===== config.mk =====
export PLATFORM = sky130hd
export DESIGN_NAME = cpu_run_ctrl
export DESIGN_NICKNAME = d
export VERILOG_FILES = /design/src/rtl/cpu_run_ctrl.sv
export SDC_FILE = /design/constraint.sdc
export NUM_CORES = 1
export LEC_CHECK = 0
export ABC_AREA = 0
export BUFFER_PORTS_ARGS = -buffer_cell sky130_fd_sc_hd__clkbuf_2
export CAP_MARGIN = 10
export CELL_PAD_IN_SITES_DETAIL_PLACEMENT = 0
export CELL_PAD_IN_SITES_GLOBAL_PLACEMENT = 1
export CORE_MARGIN = 2
export CORE_UTILIZATION = 31
export CTS_BUF_LIST = sky130_fd_sc_hd__clkbuf_8 sky130_fd_sc_hd__clkbuf_16
export DETAILED_ROUTE_END_ITERATION = 16
export PLACE_DENSITY_LB_ADDON = 0.1
export SYNTH_ARGS = -nofsm -noshare
export SYNTH_HDL_FRONTEND = slang
export SYNTH_SLANG_ARGS = --single-unit

===== constraint.sdc =====
create_clock -name clk -period 2.5 [get_ports clk]
set_clock_uncertainty 0.15 [all_clocks]
set_input_delay 0.125 -clock clk [delete_from_list [all_inputs] [get_ports clk]]
set_output_delay 0.125 -clock clk [all_outputs]
set_load 0.01 [all_outputs]

===== src/rtl/cpu_run_ctrl.sv =====
// ============================================================================
// cpu_run_ctrl -- run control and debug-read sequencer for a small CPU.
//
// Gates the CPU subsystem clock-enable so the core can run freely, execute
// a fixed number of steps, or stop at a halt request or a PC breakpoint.
// While the core is halted, a debug read of the register file, data memory
// or instruction memory is sequenced through the subsystem debug port.
//
// Ports
//   clk, reset           single clock; synchronous active-high reset
//   run_req, halt_req,
//   step_req             single-cycle run-control pulses
//   step_count           cycles to execute per step (0 behaves as 1)
//   bp_enable, bp_addr   PC breakpoint controls
//   pc                   current program counter from the subsystem
//   cpu_en               subsystem clock-enable (one instruction per cycle)
//   dbg_req_*            debug read request handshake (sel: 0 reg, 1 dmem,
//                        2 imem, 3 reserved -> reads 0)
//   dbg_rsp_valid/data   debug read response, data zero-extended to INST_W
//   debug_enable,
//   *_debug_addr         address side of the subsystem debug port
//   *_debug_rdata        read data returned by the subsystem debug port
//   halted, bp_hit       status (bp_hit is sticky until the next run/step)
//   state                FSM state: 0 HALTED, 1 RUN, 2 STEP, 3 DBG_ADDR,
//                        4 DBG_DATA
// ============================================================================
module cpu_run_ctrl #(
    parameter int I_ADDR_W       = 12,
    parameter int D_ADDR_W       = 12,
    parameter int DATA_W         = 8,
    parameter int INST_W         = 16,
    parameter int REG_ADDR_WIDTH = 4,
    parameter int STEP_W         = 8,
    parameter int DBG_RD_LAT     = 1
) (
    input  logic                      clk,
    input  logic                      reset,
    input  logic                      run_req,
    input  logic                      halt_req,
    input  logic                      step_req,
    input  logic [STEP_W-1:0]         step_count,
    input  logic                      bp_enable,
    input  logic [I_ADDR_W-1:0]       bp_addr,
    input  logic [I_ADDR_W-1:0]       pc,
    output logic                      cpu_en,
    input  logic                      dbg_req_valid,
    output logic                      dbg_req_ready,
    input  logic [1:0]                dbg_req_sel,
    input  logic [11:0]               dbg_req_addr,
    output logic                      dbg_rsp_valid,
    output logic [INST_W-1:0]         dbg_rsp_data,
    output logic                      debug_enable,
    output logic [REG_ADDR_WIDTH-1:0] reg_debug_addr,
    output logic [D_ADDR_W-1:0]       dmem_debug_addr,
    output logic [I_ADDR_W-1:0]       imem_debug_addr,
    input  logic [DATA_W-1:0]         reg_debug_rdata,
    input  logic [DATA_W-1:0]         dmem_debug_rdata,
    input  logic [INST_W-1:0]         imem_debug_rdata,
    output logic                      halted,
    output logic                      bp_hit,
    output logic [2:0]                state
);

    typedef enum logic [2:0] {
        S_HALTED   = 3'd0,
        S_RUN      = 3'd1,
        S_STEP     = 3'd2,
        S_DBG_ADDR = 3'd3,
        S_DBG_DATA = 3'd4
    } state_t;

    localparam logic [2:0] LAT_LAST = 3'(DBG_RD_LAT - 1);

    state_t              cur_state;
    state_t              nxt_state;
    logic [STEP_W-1:0]   step_cnt;
    logic [2:0]          lat_cnt;
    logic [1:0]          sel_q;
    logic [11:0]         addr_q;
    logic                resume_q;   // first cycle of RUN/STEP after HALTED
    logic                bp_cond;
    logic                bp_set;
    logic                accept_run;
    logic                accept_step;
    logic                accept_dbg;
    logic                dbg_active;

    // Breakpoint is masked on the first cycle after resuming so that the
    // instruction sitting at bp_addr is executed rather than re-trapped.
    assign bp_cond = bp_enable && (pc == bp_addr) && !resume_q;

    // NOTE: every output of this block is given a default before the case
    // statement; a path that leaves one unassigned would infer a latch.
    always_comb begin
        nxt_state     = cur_state;
        cpu_en        = 1'b0;
        dbg_req_ready = 1'b0;
        accept_run    = 1'b0;
        accept_step   = 1'b0;
        accept_dbg    = 1'b0;
        bp_set        = 1'b0;
        case (cur_state)
            S_HALTED: begin
                dbg_req_ready = !run_req && !step_req;
                if (step_req) begin
                    accept_step = 1'b1;
                    nxt_state   = S_STEP;
                end else if (run_req) begin
                    accept_run = 1'b1;
                    nxt_state  = S_RUN;
                end else if (dbg_req_valid) begin
                    accept_dbg = 1'b1;
                    nxt_state  = S_DBG_ADDR;
                end
            end
            S_RUN, S_STEP: begin
                // halt_req wins over both the breakpoint and step completion
                if (halt_req) begin
                    nxt_state = S_HALTED;
                end else if (bp_cond) begin
                    bp_set    = 1'b1;
                    nxt_state = S_HALTED;
                end else begin
                    cpu_en = 1'b1;
                    if (cur_state == S_STEP && step_cnt <= STEP_W'(1))
                        nxt_state = S_HALTED;
                end
            end
            S_DBG_ADDR: begin
                if (lat_cnt == LAT_LAST)
                    nxt_state = S_DBG_DATA;
            end
            S_DBG_DATA: nxt_state = S_HALTED;
            default:    nxt_state = S_HALTED;
        endcase
    end

    // NOTE: sequential state is updated with non-blocking assignments only,
    // so every register samples the pre-edge value of every other register.
    always_ff @(posedge clk) begin
        if (reset) cur_state <= S_HALTED;
        else       cur_state <= nxt_state;
    end

    always_ff @(posedge clk) begin
        if (reset) begin
            step_cnt      <= '0;
            lat_cnt       <= '0;
            sel_q         <= '0;
            addr_q        <= '0;
            resume_q      <= 1'b0;
            bp_hit        <= 1'b0;
            dbg_rsp_valid <= 1'b0;
            dbg_rsp_data  <= '0;
        end else begin
            resume_q      <= accept_run || accept_step;
            dbg_rsp_valid <= 1'b0;

            if (accept_step)
                step_cnt <= (step_count == '0) ? STEP_W'(1) : step_count;
            else if (cur_state == S_STEP && cpu_en)
                step_cnt <= step_cnt - STEP_W'(1);

            if (accept_run || accept_step) bp_hit <= 1'b0;
            else if (bp_set)               bp_hit <= 1'b1;

            if (accept_dbg) begin
                sel_q   <= dbg_req_sel;
                addr_q  <= dbg_req_addr;
                lat_cnt <= '0;
            end else if (cur_state == S_DBG_ADDR) begin
                lat_cnt <= lat_cnt + 3'd1;
            end

            if (cur_state == S_DBG_DATA) begin
                dbg_rsp_valid <= 1'b1;
                case (sel_q)
                    2'd0:    dbg_rsp_data <= INST_W'(reg_debug_rdata);
                    2'd1:    dbg_rsp_data <= INST_W'(dmem_debug_rdata);
                    2'd2:    dbg_rsp_data <= imem_debug_rdata;
                    default: dbg_rsp_data <= '0;
                endcase
            end
        end
    end

    // The address is held through DBG_DATA as well so that a memory with a
    // combinational read path still presents valid data when it is captured.
    assign dbg_active      = (cur_state == S_DBG_ADDR) || (cur_state == S_DBG_DATA);
    assign debug_enable    = dbg_active;
    assign reg_debug_addr  = (dbg_active && sel_q == 2'd0) ? REG_ADDR_WIDTH'(addr_q) : '0;
    assign dmem_debug_addr = (dbg_active && sel_q == 2'd1) ? D_ADDR_W'(addr_q) : '0;
    assign imem_debug_addr = (dbg_active && sel_q == 2'd2) ? I_ADDR_W'(addr_q) : '0;

    assign halted = (cur_state == S_HALTED);
    assign state  = cur_state;

endmodule


Word-level counts from Yosys, hierarchy flattened
Index checks and enable logic that the tools add are counted.
Widths: inputs -> output; s select.
{ "totals": {"regBits": 47, "latchBits": 0, "ram_bits": 0, "mem_bits_ro": 0, "mem_count": 0} }
{ "classes": {"n_addsub": 2, "n_mul": 0, "div": 0, "order_cmp": 1, "n_eq_ne": 10, "n_shift": 0, "n_mux": 32, "bitwise_logic": 0, "reduce_logical": 22} }
{ "op_table": {"columns": ["cell", "count"], "rows": [
  ["$pmux 16 s3", 1],
  ["$mux 12", 2],
  ["$mux 8", 3],
  ["$mux 3", 7],
  ["$mux 1", 17],
  ["$eq 12x12->1", 1],
  ["$pmux 3 s3", 1],
  ["$le 8x1->1 const B", 1],
  ["$logic_and 1x1->1", 8],
  ["$logic_not 8->1", 1],
  ["$ne 4x4->1 const B", 2],
  ["$sub 8x1->8 const B", 1],
  ["$eq 3x2->1 const B", 2],
  ["$logic_not 3->1", 2],
  ["$reduce_or 2->1", 3],
  ["$mux 4", 1],
  ["$add 3x1->3 const B", 1],
  ["$eq 3x1->1 const B", 1],
  ["$eq 3x3->1 const B", 1],
  ["$logic_not 1->1", 3],
  ["$reduce_and 3->1", 1],
  ["$eq 2x1->1 const B", 1],
  ["$eq 2x2->1 const B", 1],
  ["$logic_not 2->1", 1],
  ["other kinds (3)", 4]
]} }

Depth between registers and ports, before layout
Gate-level depths: netlist (run 1).
{ "depth": {"depth_word": 9, "ltp_mapped": 9, "ltp_nobuf": 7} }

Worst setup path after synthesis (run 1)
OpenSTA, ideal clock, no wires.
{ "synth_path": {"path_kind": "reg-to-output", "start": "register cur_state[1] (netlist: state[1])", "end": "output dmem_debug_addr[10]", "arrival_ns": 1.640, "t_required_ns": 2.225, "setup_slack_ns": 0.585, "path_stages_with_launch": 8, "n_path_buf": 3, "path_cell_list": "dfxtp_1 buf_2 and3b_1 clkbuf_1 nor2_1 nor3b_1 clkbuf_1 and2_1"} }
{ "synth_between": {"elab_chain_len": 4} }
{ "synth_rtl": {"columns": ["element", "line", "source"], "rows": [
  ["from (decl)", "74", "state_t cur_state;"],
  ["from (signal assigned)", "142", "else cur_state <= nxt_state;"],
  ["$eq 3x2->1 or $eq 3x3->1 (tied branches)", "189", "assign dbg_active = (cur_state == S_DBG_ADDR) || (cur_state == S_DBG_DATA);"],
  ["$logic_or 1x1->1 (*)", "189", null],
  ["$logic_and 1x1->1 (*)", "192", "assign dmem_debug_addr = (dbg_active && sel_q == 2'd1) ? D_ADDR_W'(addr_q) : '0;"],
  ["$mux 12 (*)", "192", null],
  ["to (decl)", "54", "output logic [D_ADDR_W-1:0] dmem_debug_addr,"]
]} }
Mark *: on every way between the ends. The rest lies on a longest branch, timed or not.

Final worst setup path (run 1)
{ "layout_path": {"start": "register cur_state[1] (netlist: state[1])", "end": "output dmem_debug_addr[0]"} }
Same word-level chain as after synthesis.

==> metrics, run 1 <==
outcome=finished clean; Synth cell types=48; reg2reg start=state[1]; RSZ-0062 raised after global routing=false; CP Class=reg2out; xor/xnor share of the synthesized area=between 5 and 6%; pin count of the biggest net entering global routing=28; htree depth=2; Post-CTS Setup Bufs=0; clk sink count=47; WP data arrival=approximately 2000 ps; crit-path cells=nor2_1, and2_1, nor2_1, nor3b_1, buf_4, and2_1, clkbuf_2; Tcrit/Tclk final=about nine tenths; crit path capture type=output port; min-delay src=step_count[7]; Layout Area Growth over Synthesis=48.4%; Yosys top cell by area=dfxtp_1; ys flop type=dfxtp_1; die area=approximately 9000 sq um; slowest library cell on the worst path=dfxtp_1; crit path launch=state[1]; total CTS buffers=5; diode count=0; Post-Synth Adder-Cell Area=around 2.0%; mapped cell area=2550 sq um; IO Pins=between 100 and 150; hold slack=approximately 25 ps; synth warn=0; setup violators final=0; Peak Freq=about 0.45 GHz; post-synthesis sequential area ratio=between 30% and 40%; Max FO, Critical Path=12; top cells by count, synth=dfxtp_1, nand2_1, nor2_1; setup TNS=0 ps; post-synthesis register bit count=47; initial antenna violation count=0; Final ANT Viol Nets=0; Post-synth EDFFs=0; overall routing resource usage=around 16%; clk_lat worst skew=between 200 and 300 ps; CTS tree=built; Post-Route WL=7410 microns; DP Wirelength=5570 microns; gpl congestion=between 0.7 and 0.8; DRC violations left=0; DRT Pass-1 Iters=4; LEAKAGE=about 1.7 nW; vias in the first global route=2,484; post-synthesis mux area share=4.32%; share of cells above drive strength 1=32.6%; delay-heaviest family, CP=simple AND/OR/NAND/NOR gates; Initial Utilization=31.5%; power density over the cells=458 nW/um^2; core area=about 8100 sq um; Fin. Hold Viols=0; Max Cap Viol=0; most frequent cell after synthesis=dfxtp_1; total number of vias=about 2,700; first-pass GRT wire length=between 10,000 and 15,000 microns; Die Span X=around 95 microns; CP bufs+invs=2; simple-gate share of the synthesized area=roughly a third; Peak VDD IR=around 180 uV; Starting DRT DRC Count=between 50 and 60; Die Ht=94.7 microns; Worst Hold Class=in2reg; relative slew slack=a little over three fifths; Worst-path clk slew=roughly 90 ps; syn_nets=between 400 and 500; largest family of logic cells by synthesized area=simple AND/OR/NAND/NOR gates; Via density=approximately 4.6; num rows=33; Remaining Overflow, GRT=0; cell count after synthesis=317; slowest stage delay, CP=between 500 and 600 ps; Avg WL per Cell=12.6 microns; most area-consuming cells after synthesis=dfxtp_1, and2_1, nand2_1; Yosys top cell area share=between 30% and 40%; WP data required=2230 ps; CP Launch Type=register; fin crit period=around 2200 ps; Worst-Margin Slew=around 560 ps; Slew Viols, Final=0; syn avg cell area=roughly 8 sq um; asr flop ratio synth=0%; Final #Nets=approximately 570; post-synthesis compound-gate area fraction=14.0%; clock tree buffer depth=2; CTS Root Cell=clkbuf_8; Port Buf Inserts=between 100 and 150
==> power breakdown <==
part	internal (mW)	leakage, nW	switching, mW
sequential	0.783	0.382	0.0360
clock	0.289	0.0554	0.247
combinational	0.187	1.30	0.191
total	1.26	1.73	0.474
==> layout make-up <==
cell class / count / area [sq um]
multi-input cells: 241 / 1480
clock buffers: 5 / 68.8
repair buffers: 180 / 1100
flip-flops and latches: 47 / 941
fillers: 849 / 4310
well taps: 105 / 131
inverters: 9 / 33.8
clock inverters: 2 / 33.8
==> path summary, 6_finish.rpt <==
kind / slack, ps / end / cells past startpoint
setup reg to reg: 500 / step_cnt[2] / 3
hold / removal: 20 / step_cnt[7] / 4
setup / recovery: 260 / dmem_debug_addr[0] / 7
hold reg to reg: 310 / addr_q[11] / 2
==> state kept, by name (all words and copies together) (netlist names) <==
signal and count:
dbg_rsp_valid 1, resume_q 1, sel_q 2, lat_cnt 3, addr_q 12, bp_hit 1
step_cnt 8, dbg_rsp_data 16, state 3
==> per-stage QoR <==
stage                     instance area, sq um  utilization [%]  std cells  power (mW)  setup WS (ps)
after floorplan                           2550                -        317        1.03            585
after global placement                    3330             41.1        547        1.17            542
after detailed placement                  3330             41.1        547        1.17            467
after CTS                                 3780             46.7        589        1.76            128
after global routing                      3780             46.7        589        1.84           96.3
final                                     3780             46.7        589        1.73            264
==> cells by family (layout without fill, tap and decap cells) <==
family | Yosys count | after routing
AO/OA/AOI/OAI | 54 | 54
XOR/XNOR | 15 | 15
adder cells (fa/ha/maj) | 4 | 4
buffers and inverters | 29 | 196
flip-flops | 47 | 47
multiplexers | 11 | 11
AND/OR/NAND/NOR | 157 | 157
==> placed cells by master, fill, tap and decap left out, drive strengths merged, types with 3 or more instances in the layout <==
master / n
clkbuf: 142
dfxtp: 47
nand2: 39
dlygate4sd3: 35
nor2: 32
and2: 32
nor3: 19
a21oi: 17
xor2: 13
mux2i: 11
inv: 10
a211oi: 9
a22o: 8
buf: 8
o21ai: 7
nand3: 6
a31oi: 5
or3: 4
ha: 4
nor4: 3
nand4: 3
or4: 3
==> what timing repair did <==
action                     CTS  global route
hold endpoints to repair    35             0
gates resized for setup      0             1
hold buffers                35             0
setup endpoints to repair    0            12
==> worst register-to-register path, stage by stage, from the launching register on <==
cell	delay, ps
dfxtp_1	530
or4b_4	560
or4_1	500
a31oi_1	190
==> metal layers <==
layer  wire (microns)  vias up  GRT usage (%)
met4               77        0           4.35
met1             3380     1212           20.8
met2             3560       77           27.4
met5                0        -              0
li1                 -     1428              -
met3              384        8           3.67
Power figures use the tool's default switching activity.
==> inputs of run 2 (changes only) <==
==> constraint.sdc (replaced) <==
create_clock -name clk -period 2.4 [get_ports clk]
set_clock_uncertainty 0.15 [all_clocks]
set_input_delay 0.12 -clock clk [delete_from_list [all_inputs] [get_ports clk]]
set_output_delay 0.12 -clock clk [all_outputs]
set_load 0.01 [all_outputs]
==> run 2 against run 1 <==
Compared with the run above: combinational power up 5%; total power up 4.6%; non-clock buffer count up 1; core utilization up 0.12 points; sequential power up 4.2%; clock-buffer cell count unchanged; worst setup slack worse by 75 ps; flip-flop and latch count unchanged; register-to-register slack worse by 70 ps; routed wire length up 0.27%; via count up 1.8%.
==> metrics, run 2 (same netlist as run 1, synthesis figures left out) <==
Starting DRT DRC Count=53; hold path cells=4; Min-Delay Endpoint=step_cnt[7]; Max FO, Critical Path=12; fin crit period=2210 ps; min-delay src=step_count[7]; Layout Cells excl Fill=590; die area=8960 sq um; crit path capture type=output port; CP bufs+invs=2; Avg WL per Cell=~13 microns; WP data required=~2100 ps; reg2reg start=state[2]; Worst-Margin Slew=574 ps; R2R Path End=addr_q[9]; LEAKAGE=around 1.7 nW; Finished Core Util=46.8%; htree depth=2; largest reg by FF count=dbg_rsp_data; clk sink count=47; Slew Viols, Final=0; clk_lat worst skew=300 ps; Port Buf Inserts=between 100 and 150; DP Wirelength=5620 microns; crit path launch=state[0]; commonest non-fill, non-tap cell in the layout=clkbuf_2; slowest stage delay, CP=between 500 and 600 ps; slowest library cell on the worst path=dfxtp_1; Post-Route WL=~7400 microns; fin area=around 3800 sq um; WP data arrival=slightly below 2000 ps; worst slack, placed=406 ps; CTS tree=built; crit-path cells=nor2_1, and2_1, nor2_1, nor3b_1, buf_4, and2_1, clkbuf_2; DRT Pass-1 Iters=4; total power=~1.8 mW; Max Cap Viol=0; hold slack=around 14 ps; pin count of the biggest net entering global routing=30; clock tree buffer depth=2; Setup WS post-layout=between 150 and 200 ps; relative slew slack=around three fifths; Die Span X=94.7 microns; RSZ-0062 raised after global routing=false; cell count after placement=around 550; Final ANT Viol Nets=0; Initial Utilization=31.5%; Layout Area Growth over Synthesis=48.8%; diode count=0; share of cells above drive strength 1=roughly 33%; Via density=roughly 4.7; Top Registers=dbg_rsp_data (16), addr_q (12), step_cnt (8); most frequent cells in the layout=clkbuf_2, dfxtp_1, nand2_1; total number of vias=~2,800; setup TNS=0 ps; IO Pins=138; delay-heaviest family, CP=simple AND/OR/NAND/NOR gates; overall routing resource usage=between 10% and 20%; number of flip-flops under the largest register name=16; Layout fillers=approximately 860; Remaining Overflow, GRT=0; worst-case reg-to-reg path depth=7; first-pass GRT wire length=around 11,000 microns; CTS Root Cell=clkbuf_8; outcome=finished clean; core area=between 8000 and 9000 sq um; Peak VDD IR=250 uV; Tcrit/Tclk final=between 90% and 100%; power density over the cells=478 nW/um^2; Die Ht=~95 microns; register-to-register setup slack=approximately 430 ps; gpl congestion=between 0.7 and 0.8; Worst Hold Class=in2reg; CP Launch Type=register; num rows=33; Worst-path clk slew=approximately 90 ps; Placed Area=~3300 sq um; vias in the first global route=~2,500; total CTS buffers=5; initial antenna violation count=0; Peak Freq=around 0.45 GHz; setup violators final=0; Final #Nets=574; CP Class=reg2out; Fin. Hold Viols=0; DRC violations left=0
## run 2: worst max path at each step
stage                                endpoint  slack (ps)  cells past startpoint
after global routing       dmem_debug_addr[1]          20                      7
after CTS                  imem_debug_addr[0]          70                      5
final                      dmem_debug_addr[3]         190                      7
after floorplan           dmem_debug_addr[10]         490                      7
after global placement               sel_q[1]         440                      7
after detailed placement   imem_debug_addr[0]         410                      5
## run 2: cell type report
| class | instances | area [sq um] | share of cell area [%] |
|---|---|---|---|
| Multi-Input combinational cell | 241 | 1480 | 38.9 |
| Timing Repair Buffer | 181 | 1110 | 29.2 |
| Sequential cell | 47 | 941 | 24.8 |
| Clock buffer | 5 | 68.8 | 1.82 |
| Inverter | 9 | 33.8 | 0.891 |
| Clock inverter | 2 | 33.8 | 0.891 |
| Tap cell | 105 | 131 | 3.47 |
## run 2: worst register-to-register path, cell delays in order, from the launching register on
cell	delay, ps
dfxtp_1	420
or3_1	480
inv_2	120
nand2_1	80
inv_2	70
nand2_1	290
nand2_1	180
a21oi_1	70
## run 2: power by group
group / switching (mW) / total [mW] / internal [mW]
clock network: 0.263 / 0.564 / 0.302
logic: 0.200 / 0.396 / 0.196
registers: 0.0374 / 0.853 / 0.815
total: 0.500 / 1.81 / 1.31
## run 2: metal layers
metal / share of wire [%] / vias up / global-route usage, %
met2: 49 / 79 / 28.5
met1: 45 / 1262 / 20.1
li1: - / 1428 / -
met4: 0.62 / 0 / 3.62
met5: 0 / - / 0
met3: 5.5 / 4 / 3.19
## run 2: what timing repair did
action	CTS	global route
endpoints found under the hold margin	36	0
hold buffers	36	0
buffers inserted	0	0
setup endpoints to repair	0	12
gates resized for setup	0	1
